==> config.mk <==
export PLATFORM = sky130hd
export DESIGN_NAME = seq_and_reduce
export DESIGN_NICKNAME = d
export VERILOG_FILES = /design/src/rtl/seq_and_reduce_pkg.sv /design/src/rtl/seq_and_reduce_op_counter.sv /design/src/rtl/seq_and_reduce.sv
export SDC_FILE = /design/constraint.sdc
export NUM_CORES = 1
export LEC_CHECK = 0
export ABC_AREA = 1
export BUFFER_PORTS_ARGS = -buffer_cell sky130_fd_sc_hd__buf_2
export CORE_MARGIN = 10
export CORE_UTILIZATION = 55
export DETAILED_ROUTE_END_ITERATION = 12
export MAX_ROUTING_LAYER = met4
export PLACE_DENSITY = 0.9
export SLEW_MARGIN = 0
export SYNTH_ARGS = -nofsm -noshare
export SYNTH_HDL_FRONTEND = slang
export SYNTH_SLANG_ARGS = --single-unit
==> constraint.sdc <==
create_clock -name clk -period 4.23 [get_ports clk]
set_clock_uncertainty 0.05 [all_clocks]
set_input_delay 1.0575 -clock clk [delete_from_list [all_inputs] [get_ports clk]]
set_output_delay 1.0575 -clock clk [all_outputs]
set_load 0.02 [all_outputs]
==> src/rtl/seq_and_reduce_pkg.sv <==
// Shared state encoding and width helper for the sequential AND reduction engine.
package seq_and_reduce_pkg;

    localparam logic [1:0] ST_IDLE  = 2'b00;
    localparam logic [1:0] ST_LOAD  = 2'b01;
    localparam logic [1:0] ST_ACCUM = 2'b10;
    localparam logic [1:0] ST_DONE  = 2'b11;

    // Ceiling log2; sizes the operand counter so it can hold the value N.
    function automatic int clog2(input int value);
        int r;
        r = 0;
        for (int v = value - 1; v > 0; v = v >> 1) begin
            r++;
        end
        return r;
    endfunction

endpackage

==> src/rtl/seq_and_reduce_op_counter.sv <==
// Operand counter: clears on clr, counts accepted operands, saturates at N.
// tc flags that the next increment reaches N, i.e. the current operand is the last.
module op_counter #(
    parameter int N  = 3,
    parameter int CW = 2
) (
    input  logic          clk,
    input  logic          reset_n,
    input  logic          clr,
    input  logic          en,
    output logic [CW-1:0] q,
    output logic          tc
);

    always_ff @(posedge clk or negedge reset_n) begin
        if (!reset_n) begin
            q <= '0;
        end else if (clr) begin
            q <= '0;
        end else if (en && (q != CW'(N))) begin
            q <= q + 1'b1;
        end
    end

    assign tc = (q == CW'(N - 1));

endmodule

==> src/rtl/seq_and_reduce.sv <==
// Multi-cycle bitwise AND of N operands taken one per din handshake.
// Result y/used and done_tick are registered and appear in the DONE cycle.
module seq_and_reduce
    import seq_and_reduce_pkg::*;
#(
    parameter int W          = 8,
    parameter int N          = 3,
    parameter bit EARLY_EXIT = 1'b0
) (
    input  logic                     clk,
    input  logic                     reset_n,
    input  logic                     start,
    input  logic [W-1:0]             din,
    input  logic                     din_valid,
    output logic                     din_ready,
    output logic                     ready,
    output logic                     done_tick,
    output logic [W-1:0]             y,
    output logic [clog2(N+1)-1:0]    used
);

    localparam int CW = clog2(N + 1);

    logic [1:0]    state;
    logic [1:0]    state_nxt;
    logic [W-1:0]  acc;
    logic [W-1:0]  acc_nxt;
    logic [CW-1:0] cnt;
    logic          cnt_tc;
    logic          accept;
    logic          last;

    // Handshake readiness is decoded from state only, never from din_valid/start.
    assign ready     = (state == ST_IDLE);
    assign din_ready = (state == ST_LOAD) || (state == ST_ACCUM);
    assign accept    = din_valid && din_ready;

    assign acc_nxt = (state == ST_LOAD) ? din : (acc & din);
    assign last    = cnt_tc || (EARLY_EXIT && (acc_nxt == '0));

    op_counter #(
        .N  (N),
        .CW (CW)
    ) u_op_counter (
        .clk     (clk),
        .reset_n (reset_n),
        .clr     (ready && start),
        .en      (accept),
        .q       (cnt),
        .tc      (cnt_tc)
    );

    always_comb begin
        state_nxt = state;
        case (state)
            ST_IDLE:  if (start) state_nxt = ST_LOAD;
            ST_LOAD,
            ST_ACCUM: if (accept) state_nxt = last ? ST_DONE : ST_ACCUM;
            ST_DONE:  state_nxt = ST_IDLE;
        endcase
    end

    // Results are captured on the final accept so they are valid throughout DONE.
    always_ff @(posedge clk or negedge reset_n) begin
        if (!reset_n) begin
            state     <= ST_IDLE;
            acc       <= '1;
            y         <= '0;
            used      <= '0;
            done_tick <= 1'b0;
        end else begin
            state     <= state_nxt;
            done_tick <= accept && last;
            if (accept) begin
                acc <= acc_nxt;
            end
            if (accept && last) begin
                y    <= acc_nxt;
                used <= cnt + 1'b1;
            end
        end
    end

endmodule

# Word level (Yosys, flattened, before mapping)
# Index checks and enable logic that the tools add are counted.
# Widths: inputs -> output; s select.
# totals
register_bits,23
latch_bits,0
mem_bits_rw,0
mem_bits_ro,0
inputBits,12
output_inout_bits,13
wordCells,31
n_memories,0
# classes
addsub,1
n_mul,0
div_mod_pow,0
n_lt_le_gt_ge,0
n_eq_ne,7
shift,0
mux,7
n_bitwise,1
n_reduce_logical,9
# ops
op,n
$and 8x8->8,1
$mux 2,4
$mux 8,1
$eq 2x2->1 const B,3
$ne 2x2->1 const B,3
$pmux 2 s3,1
$logic_and 1x1->1,4
$add 2x1->2 const B,1
$eq 2x1->1 const B,1
$logic_not 2->1,1
$reduce_and 2->1,1
$reduce_bool 2->1,1
$reduce_or 2->1,1
$logic_or 1x1->1,1
$mux 1,1

# Depth between registers and ports, before layout
# Gate-level depths: netlist of run 1.
# logic_depth
word_depth,6
depth_mapped,8
depth_no_buf,7

# Modules after synthesis
# Synthesis of run 1 repeated with hierarchy kept, for this count alone.
# hier_totals
cells_unflattened,131
area_unflattened_um2,1102.3
# by_module_without_submodules
mod,instances,cells_per_inst,area_each_um2,seq_area_each_um2
seq_and_reduce,1,114,970.9,535.5
op_counter,1,17,131.4,50.0

# Least setup slack after synthesis of run 1
# OpenSTA, ideal clock, no wires.
# synth_path
kind,reg-to-output
start,register state[0]
end,output port din_ready
t_arrival_ps,882
required_ps,3123
slack_ps,2240
stages_incl_launch_ff,3
n_path_buf,0
path_cell_list,dfrtp_1 inv_1 ha_1
# synth_between
elab_chain_len,2
elab_cells_between_ends,3
classes_between,eq/ne (2); reduce/logical (1)
# synth_rtl
element,line,source
start: declaration,seq_and_reduce.sv:24,logic [1:0] state;
start signal: assignment,seq_and_reduce.sv:72,state <= state_nxt;
$eq 2x1->1 or $eq 2x2->1 (tied branches),seq_and_reduce.sv:35,assign din_ready = (state == ST_LOAD) || (state == ST_ACCUM);
$logic_or 1x1->1 (*),seq_and_reduce.sv:35,
end: declaration,seq_and_reduce.sv:15,"output logic din_ready,"
# Every way passes the cells marked *; elsewhere a longest branch is shown, timed or not.

# Final worst setup path of run 1
# Ends and elaborated chain as after synthesis.

==> impl_metrics.toml, run 1 <==
[status]
outcome = "complete, no violations"

[placement]
gp_congestion = 0.765
dp_cells = 168
portBuffers = 24
hpwlAfterDp_um = 1760

[route]
routedWlPerCell_um = 13.5
drtAntennaViolNets = 0
drtIter0Drc = 19
dr.pass1.iters = 4
avgViaCountPerCell = 4.95
via_count = 852
finalWirelength_um = 2330
drc = 0

[setup_path]
path_class = "reg -> out"
path_cells = "inv_1 > ha_1 > buf_2"
endpoint = "din_ready"
crit_fanout = 6
crit_arrival_ns = 1.41
cp-end-kind = "primary output"
cp_num_buf_inv = 2
rr_endpoint = "y[0]"
cp_top_family = "flip-flops"
critPathLaunch = "state[0]"
rr_worst_depth = 7
crit_path_start_kind = "register"
cp_slowest_cell = "dfrtp_1"
reg2reg_from = "state[0]"
cp.depth = 3
slowest_delay_ns = 0.42
worstPathRequired_ns = 3.12
reg2reg_setup_slack_ns = 2.50

[global_routing]
grt_max_degree = 24
grt_pass1_wl_um = 4100
grt_antenna_before_repair = 0
grt_pass1_vias = 976
grtUsageTotal_pct = 12.6
grt-ovfl-total = 0

[timing]
final_max_slew_viol_count = 0
fmax_mhz = 398
hold_viol_final = 0
fin_tns_setup_ns = 0
period_share_pct = 59.4
rsz0062_at_grt = "no"
slew_headroom_pct = 66.6
setup_violations = 0
fin_crit_ns = 2.51
tightest_slew_ns = 0.501

[flow_run]
cap_viol_max_count = 0

[clocking]
post-cts-setup-buffer-count = 0
clock_latency_ns = 0.32
ctsHoldBuffers = 0
cts_tree = "yes"
cts_resized = 0
htreeDepth = 1
cts-buffers-inserted = 3
cts_sinks = 23
cts-root-buf = "clkbuf_4"
path_clk_slew_ns = 0.12
clockBufferDepth = 2

[power_and_ir_drop]
power_density_nw_per_um2 = 700
seqPwrFrac_pct = 41.6
switchingPower_uw = 378
p_int_uw = 488
pwr-share-comb_pct = 46.6
worst_ir_drop_vdd_uv = 537
switching_share_pct = 43.7
leakage_uw = 0.000707
p_clk_share_pct = 11.8

[layout]
seq_area_um2 = 586
fin_cells = 172
nNetsFinal = 165
syn_to_final_growth_pct = 14.5
multi_input_area_um2 = 438
drive_gt1_share_pct = 28.6
nFillCells = 161
num_antenna_cells = 0

[synth]
synth_cell_type_count = 17
syn_inst = 122
ys_seq_area_share_pct = 54.2
yosys.area.top_type = "dfrtp_1"
synth_seq_cells = 23
netlist_area_um2 = 1080
synth.area.top_cells = "dfrtp_1 (35%), nand2_1 (22%), dfstp_2 (19%)"
yosysTopAreaCellShare_pct = 34.7
synth.avg_cell_area_um2 = 8.86
syn-num-nets = 139
yosys_warnings = 0

[floorplan]
die-area_um2 = 4140
dieHeight_um = 64.3
start_util_pct = 60.0
rows = 15
die_x_um = 64.3
ios = 25
core_um2 = 1800

[worst_hold_path]
worst_hold_path_type = "reg -> reg"
worst min-delay path, cell delays in order (launching register included):
cell and delay [ns]:
dfstp_2 0.39, nand2_1 0.05, nand2_1 0.05
flip-flops by register name, summed over array words and instances, names as in the netlist:
register / flops
y: 8
acc: 8
u_op_counter.q: 2
used: 2
state: 2
done_tick: 1
area by class of cell:
cell class / count / area share (%)
flip-flops and latches: 23 / 47.3
multi-input cells: 87 / 35.4
repair buffers: 24 / 9.71
inverters: 9 / 2.83
well taps: 25 / 2.53
clock buffers: 3 / 1.82
clock inverters: 1 / 0.404
stage by stage:
step	util [%]	setup slack (ns)	total power, uW	hold slack, ns	cell area, um2
floorplan	-	2.24	657	0.397	1080
detailed placement	67.2	2.08	771	0.410	1210
global placement	67.2	2.12	748	0.404	1210
global route	68.7	1.65	943	0.444	1240
CTS	68.7	1.70	875	0.436	1240
finish	68.7	1.72	866	0.433	1240
power by group through the flow:
stage | Clock [uW] | Combinational [uW] | Sequential (uW)
after CTS | 105 | 410 | 360
after global routing | 116 | 456 | 370
after global placement | 0 | 389 | 359
after detailed placement | 0 | 406 | 365
after floorplan | 0 | 252 | 404
final | 102 | 403 | 360
worst min path at each step:
stage	to	start	depth (start not counted)	slack, ns
2_1_floorplan	acc[0]	acc[0]	2	0.40
3_3_place_gp	acc[1]	acc[1]	2	0.40
3_5_place_dp	y[4]	y[4]	2	0.41
4_1_cts	acc[1]	acc[1]	2	0.44
5_1_grt	acc[1]	acc[1]	2	0.44
6_report	acc[2]	acc[2]	2	0.43
synth_stat cells (all sizes together):
cell type	number
nand2	65
dfrtp	15
dfstp	8
inv	8
o21a	8
ha	5
nand3	3
o21ai	3
buf	2
nand4	2
clkbuf	1
clkinv	1
nor2	1
layer usage:
metal / wire (um) / track usage (%) / vias up
met5: 0 / - / -
met4: 41 / 6.68 / 0
met3: 133 / 3.14 / 5
met2: 1210 / 22.7 / 17
met1: 939 / 12.0 / 403
li1: - / - / 427
cell families (layout without fill, tap and decap cells):
logic type | after synthesis | after routing | share of synthesized area [%]
AND/OR/NAND/NOR | 71 | 71 | 27.1
flip-flops | 23 | 23 | 54.2
buffers and inverters | 12 | 37 | 5.32
AO/OA/AOI/OAI | 11 | 11 | 7.64
adder cells (fa/ha/maj) | 5 | 5 | 5.79
cells in the final DEF (no fill, tap or decap):
cell type   n
buf_2      24
o21ai_2     2
inv_1       8
nand4_1     2
nand2_4     1
clkinv_2    2
o21a_1      8
nand2_1    63
clkbuf_4    3
ha_1        5
dfstp_2     8
nor2_4      1
o21ai_0     1
nand2_2     1
nand3_1     3
dfrtp_1    15
Power figures use the tool's default switching activity.
==> run 2: changes to the inputs <==
--- a/config.mk
+++ b/config.mk
@@ -5,13 +5,13 @@
 export SDC_FILE = /design/constraint.sdc
 export NUM_CORES = 1
 export LEC_CHECK = 0
-export ABC_AREA = 1
+export ABC_AREA = 0
 export BUFFER_PORTS_ARGS = -buffer_cell sky130_fd_sc_hd__buf_2
 export CORE_MARGIN = 10
-export CORE_UTILIZATION = 55
+export CORE_UTILIZATION = 46
 export DETAILED_ROUTE_END_ITERATION = 12
 export MAX_ROUTING_LAYER = met4
-export PLACE_DENSITY = 0.9
+export PLACE_DENSITY = 0.82
 export SLEW_MARGIN = 0
 export SYNTH_ARGS = -nofsm -noshare
 export SYNTH_HDL_FRONTEND = slang
==> constraint.sdc (replaced) <==
create_clock -name clk -period 2.2 [get_ports clk]
set_clock_uncertainty 0.05 [all_clocks]
set_input_delay 0.55 -clock clk [delete_from_list [all_inputs] [get_ports clk]]
set_output_delay 0.55 -clock clk [all_outputs]
set_load 0.02 [all_outputs]
==> impl_metrics.toml, run 2 <==
[synth]
synth_cell_type_count = 22
synth.avg_cell_area_um2 = 11.8
yosysTopAreaCellShare_pct = 35.8
yosys.area.top_type = "dfrtp_1"
yosysMostFrequentCell = "dfrtp_1"
synth_seq_cells = 23
ys_seq_area_share_pct = 55.9
yosys_warnings = 0
synth_edf_count = 0
synth_common_cells = "dfrtp_1 (15), nand2_1 (12), o21ai_0 (9)"
ys.flop_type = "dfrtp_1"
syn-num-nets = 106
syn_inst = 89
synth.area.top_cells = "dfrtp_1 (36%), dfstp_2 (20%), o22a_2 (7.6%)"
synth_async_sr_flop_share_pct = 100
netlist_area_um2 = 1050

[layout]
largestRegisters = "acc x8, y x8"
nNetsFinal = 132
mostFrequentLayoutCell = "buf_2"
num_antenna_cells = 0
fin_cells = 142
syn_to_final_growth_pct = 14.2
final_cell_area_um2 = 1200
layout_common_cells = "buf_2 (24), dfrtp_1 (15), nand2_1 (12)"
drive_gt1_share_pct = 46.5

[setup_path]
crit_path_start_kind = "register"
rr_endpoint = "y[4]"
reg2reg_setup_slack_ns = 0.41
cp-end-kind = "primary output"
crit_fanout = 8
worstPathRequired_ns = 1.60
path_class = "reg -> out"
crit_arrival_ns = 1.44
reg2reg_from = "state[0]"
rr_worst_depth = 5

[placement]
dp_cells = 138
gp_congestion = 0.641
hpwlAfterDp_um = 1580
portBuffers = 24
placed_cell_area_um2 = 1170

[clocking]
cts-buffers-inserted = 3
cts_resized = 0
post-cts-setup-buffer-count = 0
clockBufferDepth = 2
path_clk_slew_ns = 0.12
cts_sinks = 23
cts-root-buf = "clkbuf_4"
clock_latency_ns = 0.30
cts_tree = "yes"
htreeDepth = 1
ctsHoldBuffers = 0

[global_routing]
grt_pass1_wl_um = 3330
grt_antenna_before_repair = 0
grtUsageTotal_pct = 9.42
grt_pass1_vias = 763
grt-ovfl-total = 0
grt_max_degree = 24

[power_and_ir_drop]
leakage_uw = 0.000592
design_power_total_uw = 1760
power_density_nw_per_um2 = 1470
worst_ir_drop_vdd_uv = 708

[timing]
slew_headroom_pct = 67.3
setup_violations = 0
rsz0062_at_grt = "no"
hold_viol_final = 0
holdWs_ns = 0.139
fmax_mhz = 490
fin_tns_setup_ns = 0
fin_crit_ns = 2.04
final_max_slew_viol_count = 0
period_share_pct = 92.8
tightest_slew_ns = 0.491

[flow_run]
cap_viol_max_count = 0

[status]
outcome = "complete, no violations"

[route]
avgViaCountPerCell = 5.06
via_count = 718
drc = 0
dr.pass1.iters = 4
routedWlPerCell_um = 14.0
finalWirelength_um = 1990
drtIter0Drc = 40
drtAntennaViolNets = 0

[floorplan]
start_util_pct = 47.8
ios = 25
dieHeight_um = 67.7
core_um2 = 2190
die-area_um2 = 4590
die_x_um = 67.7
rows = 17

[worst_hold_path]
worst_hold_path_type = "in -> async"
-- run 2: cell types whose count changed after synthesis, sizes merged, moves of 3 or more --
| cell | before | now |
|---|---|---|
| a21oi | 0 | 3 |
| inv | 8 | 5 |
| nand2 | 65 | 12 |
| o21a | 8 | 0 |
| o21ai | 3 | 18 |
| o22a | 0 | 8 |
-- run 2: how the worst max path moves through the flow --
stage                     startpoint   endpoint  slack, ns  cells after the start
after floorplan             state[0]     acc[0]       0.67                      5
after global placement      state[0]       y[0]       0.54                      5
after detailed placement    state[0]       y[4]       0.45                      5
after CTS                   state[0]  din_ready       0.16                      3
after global routing        state[0]  din_ready       0.08                      3
final                       state[0]  din_ready       0.16                      3
-- run 2: through the flow --
step,setup slack [ns],utilization (%)
CTS,0.156,54.6
detailed placement,0.446,53.3
floorplan,0.672,-
global route,0.0762,54.6
finish,0.157,54.6
global placement,0.535,53.3
-- run 2: report_power, final --
part,total (uW),switching [uW],internal [uW]
combinational,829,495,334
clock,189,121,67.7
sequential,739,89.7,649
-- run 2: final cells by class --
class                      instances  area [um2]
multi-input combinational         58         409
fill                             201         995
tap                               28        35.0
sequential                        23         586
timing repair buffer              24         120
clock inverter                     1        5.00
inverter                           5        18.8
clock buffer                       3        22.5
-- run 2: logic make-up after synthesis --
logic type               share of synthesized area [%]
adder cells (fa/ha/maj)                           5.97
multiplexers                                     0.956
AND/OR/NAND/NOR                                   9.08
buffers and inverters                             5.02
AO/OA/AOI/OAI                                     22.2
XOR/XNOR                                         0.836
flip-flops                                        55.9
-- run 2: metal layers --
metal	track usage (%)	vias to the layer above	part of all wire [%]	wire length [um]
met5	-	-	0	0
met4	3.08	0	0	0
met3	2.15	0	5.8	116
met2	17.0	16	54	1080
met1	9.82	339	40	793
li1	-	363	-	-
-- run 2: worst max-delay path: stages (launching register included) --
cell and delay, ns:
dfrtp_1 0.41, inv_1 0.08, ha_1 0.43, buf_2 0.22
